`src/rtl/woz_track_reader.sv`:
```
// Streams one WOZ track from BRAM as a timed MSB-first bitstream.
// Each byte is fetched once, with a one-byte prefetch buffer. The track wraps at track_bits.
module woz_track_reader #(
    parameter int unsigned ADDR_W     = 13,
    parameter int unsigned POS_W      = 16,
    parameter int unsigned BIT_CYCLES = 28
) (
    input  logic              i_clk_sys,
    input  logic              i_reset,
    input  logic              i_motor_on,
    input  logic              i_track_valid,
    input  logic [ADDR_W-1:0] i_track_base,
    input  logic [POS_W-1:0]  i_track_bits,
    output logic              o_ram_rd,
    output logic [ADDR_W-1:0] o_ram_addr,
    input  logic [7:0]        i_ram_q,
    output logic              o_bit_out,
    output logic              o_bit_strobe,
    output logic              o_index_pulse,
    output logic [POS_W-1:0]  o_bit_pos,
    output logic              o_ready
);

    localparam int unsigned CNT_W  = $clog2(BIT_CYCLES);
    localparam int unsigned POSX_W = POS_W + 1;
    localparam logic [CNT_W-1:0] CNT_LAST = CNT_W'(BIT_CYCLES - 1);

    typedef enum logic [2:0] {
        ST_IDLE,
        ST_FETCH,
        ST_WAIT,
        ST_RUN,
        ST_PAUSE
    } state_t;

    state_t              r_state, w_state;
    logic [CNT_W-1:0]    r_cnt, w_cnt;
    logic [7:0]          r_shift, w_shift;
    logic [7:0]          r_next_byte, w_next_byte;
    logic                r_next_valid, w_next_valid;
    logic                r_cap_pend, w_cap_pend;
    logic                r_ram_rd, w_ram_rd;
    logic [ADDR_W-1:0]   r_ram_addr, w_ram_addr;
    logic                r_bit_out, w_bit_out;
    logic                r_strobe, w_strobe;
    logic                r_index, w_index;
    logic [POS_W-1:0]    r_bit_pos, w_bit_pos;
    logic                r_ready, w_ready;

    logic [POS_W-1:0]    w_bp1;
    logic                w_last;
    logic [POS_W-1:0]    w_new_pos;
    logic                w_boundary;
    logic [POSX_W-1:0]   w_nstart_full;
    logic [POS_W-1:0]    w_nstart;
    logic [POS_W-1:0]    w_idle_pos;

    // Position arithmetic for the bit about to be emitted
    assign w_bp1         = r_bit_pos + POS_W'(1);
    assign w_last        = (w_bp1 == i_track_bits);
    assign w_new_pos     = w_last ? POS_W'(0) : w_bp1;
    assign w_boundary    = (r_bit_pos[2:0] == 3'd7) || w_last;
    assign w_nstart_full = POSX_W'({r_bit_pos[POS_W-1:3], 3'b000}) + POSX_W'(8);
    assign w_nstart      = (w_nstart_full >= {1'b0, i_track_bits}) ? POS_W'(0)
                                                                   : POS_W'(w_nstart_full);
    assign w_idle_pos    = (r_bit_pos >= i_track_bits) ? POS_W'(0) : r_bit_pos;

    // Next-state and next-output logic
    always_comb begin
        w_state      = r_state;
        w_cnt        = r_cnt;
        w_shift      = r_shift;
        w_next_byte  = r_next_byte;
        w_next_valid = r_next_valid;
        w_cap_pend   = r_ram_rd && (r_state == ST_RUN);
        w_ram_rd     = 1'b0;
        w_ram_addr   = r_ram_addr;
        w_bit_out    = r_bit_out;
        w_strobe     = 1'b0;
        w_index      = 1'b0;
        w_bit_pos    = r_bit_pos;

        // Prefetched byte arrives one cycle after its read strobe
        if (r_cap_pend) begin
            w_next_byte  = i_ram_q;
            w_next_valid = 1'b1;
        end

        case (r_state)
            ST_IDLE: begin
                if (i_track_valid && (i_track_bits != POS_W'(0))) begin
                    w_bit_pos  = w_idle_pos;
                    w_state    = ST_FETCH;
                    w_ram_rd   = 1'b1;
                    w_ram_addr = i_track_base + ADDR_W'(w_idle_pos >> 3);
                end
            end
            ST_FETCH: begin
                w_state = ST_WAIT;
            end
            ST_WAIT: begin
                w_shift = 8'(i_ram_q << r_bit_pos[2:0]);
                w_cnt   = '0;
                w_state = ST_RUN;
            end
            ST_RUN: begin
                if (!i_motor_on) begin
                    w_state = ST_PAUSE;
                    w_cnt   = '0;
                end else if (r_cnt == CNT_LAST) begin
                    w_cnt     = '0;
                    w_strobe  = 1'b1;
                    w_bit_out = r_shift[7];
                    w_index   = (r_bit_pos == POS_W'(0));
                    w_shift   = {r_shift[6:0], 1'b0};
                    w_bit_pos = w_new_pos;
                    if ((r_bit_pos[2:0] == 3'd3) && !w_boundary) begin
                        w_ram_rd   = 1'b1;
                        w_ram_addr = i_track_base + ADDR_W'(w_nstart >> 3);
                    end
                    if (w_boundary) begin
                        w_next_valid = 1'b0;
                        if (r_next_valid) begin
                            w_shift = r_next_byte;
                        end else begin
                            // Buffer empty: refetch the byte that starts at the new position
                            w_state    = ST_FETCH;
                            w_ram_rd   = 1'b1;
                            w_ram_addr = i_track_base + ADDR_W'(w_new_pos >> 3);
                        end
                    end
                end else begin
                    w_cnt = r_cnt + CNT_W'(1);
                end
            end
            ST_PAUSE: begin
                if (i_motor_on) begin
                    w_state = ST_RUN;
                    w_cnt   = '0;
                end
            end
            default: begin
                w_state = ST_IDLE;
            end
        endcase

        // Losing the track aborts everything but keeps the head position
        if (!i_track_valid) begin
            w_state      = ST_IDLE;
            w_cnt        = '0;
            w_shift      = r_shift;
            w_next_valid = 1'b0;
            w_cap_pend   = 1'b0;
            w_ram_rd     = 1'b0;
            w_ram_addr   = r_ram_addr;
            w_bit_out    = r_bit_out;
            w_strobe     = 1'b0;
            w_index      = 1'b0;
            w_bit_pos    = r_bit_pos;
        end

        w_ready = (w_state == ST_RUN);
    end

    // State and output registers
    always_ff @(posedge i_clk_sys) begin
        if (i_reset) begin
            r_state      <= ST_IDLE;
            r_cnt        <= '0;
            r_shift      <= '0;
            r_next_byte  <= '0;
            r_next_valid <= 1'b0;
            r_cap_pend   <= 1'b0;
            r_ram_rd     <= 1'b0;
            r_ram_addr   <= '0;
            r_bit_out    <= 1'b0;
            r_strobe     <= 1'b0;
            r_index      <= 1'b0;
            r_bit_pos    <= '0;
            r_ready      <= 1'b0;
        end else begin
            r_state      <= w_state;
            r_cnt        <= w_cnt;
            r_shift      <= w_shift;
            r_next_byte  <= w_next_byte;
            r_next_valid <= w_next_valid;
            r_cap_pend   <= w_cap_pend;
            r_ram_rd     <= w_ram_rd;
            r_ram_addr   <= w_ram_addr;
            r_bit_out    <= w_bit_out;
            r_strobe     <= w_strobe;
            r_index      <= w_index;
            r_bit_pos    <= w_bit_pos;
            r_ready      <= w_ready;
        end
    end

    assign o_ram_rd      = r_ram_rd;
    assign o_ram_addr    = r_ram_addr;
    assign o_bit_out     = r_bit_out;
    assign o_bit_strobe  = r_strobe;
    assign o_index_pulse = r_index;
    assign o_bit_pos     = r_bit_pos;
    assign o_ready       = r_ready;

endmodule

```
`config.mk`:
```
export PLATFORM = sky130hd
export DESIGN_NAME = woz_track_reader
export DESIGN_NICKNAME = d
export VERILOG_FILES = /design/src/rtl/woz_track_reader.sv
export SDC_FILE = /design/constraint.sdc
export NUM_CORES = 1
export LEC_CHECK = 0
export BUFFER_PORTS_ARGS = -buffer_cell sky130_fd_sc_hd__buf_2
export CAP_MARGIN = 20
export CORE_ASPECT_RATIO = 1.4
export CORE_MARGIN = 2
export CORE_UTILIZATION = 60
export DETAILED_ROUTE_END_ITERATION = 8
export PLACE_DENSITY = 0.82
export SETUP_SLACK_MARGIN = 0.3
export SLEW_MARGIN = 20
export SYNTH_ARGS = -nofsm -noshare
export SYNTH_HDL_FRONTEND = slang
export SYNTH_SLANG_ARGS = --single-unit
```
`constraint.sdc`:
```
create_clock -name i_clk_sys -period 6.9 [get_ports i_clk_sys]
set_input_delay 0.345 -clock i_clk_sys [delete_from_list [all_inputs] [get_ports i_clk_sys]]
set_output_delay 0.345 -clock i_clk_sys [all_outputs]
set_load 0.01 [all_outputs]
```
# == Word level (Yosys, flattened, before mapping) ==
# Cells that the tools add are included.
# totals
ff_bits,60
out_inout_bits,34
elab_cells,104
# op_classes
add_sub_neg,6
magnitude_cmp,2
eq_ne,14
n_shift,1
mux,44
n_bitwise,4
n_reduce_logical,19
# op_table
operator,n
16-bit 2-to-1 mux,6
13-bit 2-to-1 mux,6
13-bit adder,3
8-bit 2-to-1 mux,4
16-bit one-hot mux with 2 select lines,1
13-bit one-hot mux with 2 select lines,1
3-bit 2-to-1 mux,7
"16-bit by 4-bit adder with 17-bit output, second input constant",1
17-bit by 16-bit >= comparator with 1-bit output,1
"16-bit by 1-bit adder with 16-bit output, second input constant",1
16-bit equality test,1
16-bit >= comparator,1
16-bit logical NOT,1
8-bit one-hot mux with 2 select lines,1
16-bit nonzero test,1
5-bit 2-to-1 mux,3
3-bit one-hot mux with 5 select lines,1
5-bit one-hot mux with 3 select lines,1
"3-bit by 2-bit equality test with 1-bit output, second input constant",4
1-bit 2-to-1 mux,12
"2-bit inequality test, second input constant",4
4-bit AND reduction,2
8-bit by 3-bit left shift with 8-bit output,1
"3-bit equality test, second input constant",2
18 further kinds,24

# == Depth between registers and ports, before layout ==
# depth
ltp_word,11
depth_mapped,23
depth_no_buf,21

# == Least setup slack after synthesis ==
# OpenSTA, ideal clock, no wires.
# synth_timing
path_type,register to register
startpoint,"register r_bit_pos[6], in the netlist o_bit_pos[6]"
endpoint,"register r_ram_addr[11], in the netlist o_ram_addr[11]"
setup_ps,117
arrival_time_ps,4936
t_required_ps,6783
slack_ps,1847
stages_incl_launch_ff,24
n_path_buf,2
period_less_slack_ps,5053
path_cell_list,dfxtp_1 > buf_4 > nand3_2 > or2_2 > nor2_1 > nand3_1 > xnor2_1 > ha_1 > and4_1 > nand4_1 > a31oi_1 > or4b_2 > clkbuf_1 > nor2_1 > ha_1 > a21o_1 > nand2_1 > a21oi_1 > o21ai_0 > o311ai_0 > xnor2_1 > o21ai_0 > a211o_1 > a22o_1
# synth_between
elab_chain_cells,11
elab_cells_between_ends,21
# synth_rtl
item,line_no,rtl
from (decl),47,"logic [POS_W-1:0] r_bit_pos, w_bit_pos;"
from (signal assigned),193,r_bit_pos <= w_bit_pos;
branches (longest 10 deep; another with 16-bit by 4-bit adder with 17-bit output),-,
13-bit one-hot mux with 2 select lines *,89,case (r_state)
to (signal assigned),189,r_ram_addr <= w_ram_addr;
to (decl),43,"logic [ADDR_W-1:0] r_ram_addr, w_ram_addr;"
# Every way passes the cells marked *. The select of a mux whose other input is x is not followed.
# A chain may end at the register's enable or synchronous reset.

# == Worst setup path in the final report ==
# Same ends and word-level chain as after synthesis.

==> flow_summary_export.csv <==
group,metric,value,unit
floorplanning,start_util,0.6183,
setup_path,cp_max_fo,13,
finish,layout_common_cells,"nor2_1, buf_2, ha_1",
timing,clock-skew-final,0.01122,ns
setup_path,crit_arrival,6.24,ns
synth,synthFlopType,"dfxtp_1",
clock_network,cts.sinks,60,
synth,syn-num-nets,936,
hold_path,min-delay-path-class,"in -> reg",
job,maxCapViolations,0,
timing,holdWs,0.2920,ns
power,finalPower,0.9723,mW
timing,fmax,166.3,MHz
hold_path,min_from,"i_ram_q[7]",
route,ant_nets,0,
setup_path,cp-start-kind,"register",
synth,synthArstFlopShare,0,
global_route,grt_pass1_vias,6598,
route,routed_via_density,6.583,
floorplanning,fp.dieW,91.75,um
timing,final-setup-viol-count,0,
route,wl_per_cell,20.11,um
clock_network,root_buffer,"clkbuf_16",
route,post-route-drc-count,0,
global_route,grt_pass1_wl,33.15,mm
clock_network,cts_hold_buffers,0,
route,dr_total_vias,6701,
route,wl,20.47,mm
clock_network,h-tree-depth,3,
finish,regArea,0.001201,sq mm
clock_network,clock_latency,0.33,ns
placement,dpl.hpwl,15.82,mm
floorplanning,die_y,126.8,um
setup_path,r2r-start,"o_bit_pos[6]",
timing,rsz0062_at_grt,"no",
finish,mostFrequentLayoutCell,"nor2_1",
timing,finalCritPeriodShare,0.8716,
synth,ys_types,79,
synth,syn_inst,821,
setup_path,cp.required,7.13,ns
synth,ys_seq_area_frac,0.1857,
timing,relSlewSlack,0.2764,
route,drt_first_pass_iters,7,
finish,n_antenna_cell,0,
setup_path,slowest_stage,"or4b_2",
finish,syn2layout_area_growth,11.28,%
finish,num-fill-cells,883,
timing,fin_setup_tns,0,ns
clock_network,cts-buffers-inserted,9,
clock_network,cts_tree,"yes",
setup_path,cp_num_buf_inv,0,
route,initialDrtViolationCount,464,
power,ir_drop,0.1515,mV
power,powerDensity,135.1,mW/mm^2
global_route,globalRouteOverflowTotal,0,
synth,synth-seq-cells,60,
global_route,grt_usage,0.3570,
global_route,grt_max_degree,45,
placement,io_buffers,74,
clock_network,cts.path.max_buffers,2,
synth,yosys_warnings,0,
setup_path,crit_type,"reg -> reg",
setup_path,cp_cell_sequence,"nand3_2, or2_2, xnor2_1, ha_1, and4_1, o221ai_1, a31oi_1, or4b_2, nor2_1, ha_1, a21o_1, nand2_1, a21oi_1, o21ai_0, o311ai_0, xnor2_1, o21ai_0, a211o_1, a22o_1",
setup_path,cpLargestDelayFamily,"simple AND/OR/NAND/NOR gates",
setup_path,crit_path_max_incr_delay,0.91,ns
timing,min_period,6.014,ns
floorplanning,rows,44,
timing,final_hold_viol_count,0,
clock_network,cts_setup_buffers,0,
timing,slew_violations,0,
clock_network,cts.clk_slew.worst_paths,0.06,ns
placement,globalplace.congestion,1.010,
setup_path,crit_path_end_kind,"register",
floorplanning,io_pins,75,
finish,layout.nets,990,
floorplanning,die-area,0.01164,sq mm
synth,syn_avg_cell_area,7.878,sq um
finish,drive_gt1_frac,0.1409,
global_route,antenna_found_initial,0,
floorplanning,core_area,0.01046,sq mm
outcome,outcome,"finished, final reports clean",
finish,multiInputGateArea,0.004918,sq mm
setup_path,crit_start,"o_bit_pos[6]",
power,leakagePower,3.207,nW
synth,synth_area,0.006467,sq mm
synth,synth_edf_count,0,
clock_network,cts.repair.resized,0,
timing,worst_pin_slew,1.085,ns
==> layout make-up <==
| cell class | instances | share of cell area |
|---|---|---|
| Tap cell | 138 | 0.02399 |
| Clock inverter | 7 | 0.01269 |
| Sequential cell | 60 | 0.1669 |
| Timing Repair Buffer | 83 | 0.06085 |
| Clock buffer | 9 | 0.03129 |
| Inverter | 40 | 0.02086 |
| Multi-Input combinational cell | 681 | 0.6834 |
==> tightest hold or removal path, cell delays in order <==
cell and delay, ns:
buf_2 0.09, mux2i_1 0.07, nor2_1 0.08
==> routing by layer <==
layer  global-route usage  up-vias  part of all wire
li1                     -     3110                 -
met1               0.4136     3141              0.38
met2               0.6198      354              0.49
met3              0.04276       96             0.062
met4               0.2256        0             0.066
met5                    0        -                 0
==> through the flow <==
step | std cells | utilization | setup WS [ns] | area (sq um)
2_1_floorplan | 821 | - | 1.847 | 6467
6_report | 1018 | 0.6880 | 0.8858 | 7197
3_5_place_dp | 995 | 0.6528 | 0.8132 | 6828
4_1_cts | 1011 | 0.6830 | 0.7574 | 7144
3_3_place_gp | 995 | 0.6528 | 1.022 | 6828
5_1_grt | 1018 | 0.6880 | 0.5279 | 7197
==> registers in the layout, indices dropped and copies added (netlist names) <==
register / cells
o_ram_rd: 1
o_ready: 1
r_cap_pend: 1
r_next_valid: 1
o_ram_addr: 13
r_next_byte: 8
o_bit_strobe: 1
o_bit_pos: 16
o_bit_out: 1
r_shift: 8
r_state: 3
o_index_pulse: 1
r_cnt: 5
==> path summary, 6_finish.rpt <==
check,cells past startpoint,to,slack (ns)
worst max register to register,19,o_ram_addr[11],0.89
worst max-delay path,19,o_ram_addr[11],0.89
worst min register to register,2,r_cap_pend,0.44
worst min-delay path,3,r_next_byte[7],0.29
==> kinds of logic (layout without fill, tap and decap cells) <==
kind of cell / Yosys count / in the layout / share of synthesized area
adders and majority gates: 74 / 74 / 0.1466
xor gates and xnor gates: 73 / 73 / 0.1116
muxes: 26 / 26 / 0.04798
AOI/OAI and AO/OA: 193 / 193 / 0.1997
buffers and inverters: 80 / 139 / 0.05417
DFF: 60 / 60 / 0.1857
and+or+nand+nor: 315 / 315 / 0.2542
==> cell usage after synthesis (all sizes together) (4+ instances only) <==
cell	n	area share
nor2b	15	0.015
buf	16	0.017
o21a	4	0.0046
o311ai	5	0.0068
nor3	33	0.027
and2	15	0.015
nor2	97	0.059
nand3b	6	0.0070
xnor2	44	0.060
nand4	13	0.016
mux2	4	0.0070
nand2	55	0.032
nand3	29	0.024
or2	4	0.0039
xor2	23	0.031
a21o	8	0.0093
o21bai	5	0.0058
or3	9	0.0087
nor4	14	0.018
a22oi	6	0.0070
and3	8	0.0077
ha	71	0.14
a31oi	9	0.0087
inv	39	0.023
nand2b	7	0.0068
o21ai	32	0.025
a211o	9	0.012
a21oi	61	0.047
clkbuf	24	0.014
mux2i	19	0.031
a311oi	4	0.0054
a211oi	12	0.014
o211ai	6	0.0070
dfxtp	60	0.19
xnor3	6	0.021
==> where the power goes <==
group          switching [mW]  leakage [nW]  internal (mW)  total, mW
sequential            0.00427         0.485          0.353      0.357
clock                   0.166         0.155          0.314      0.481
combinational          0.0805          2.57         0.0540      0.134
Power figures use the tool's default switching activity.
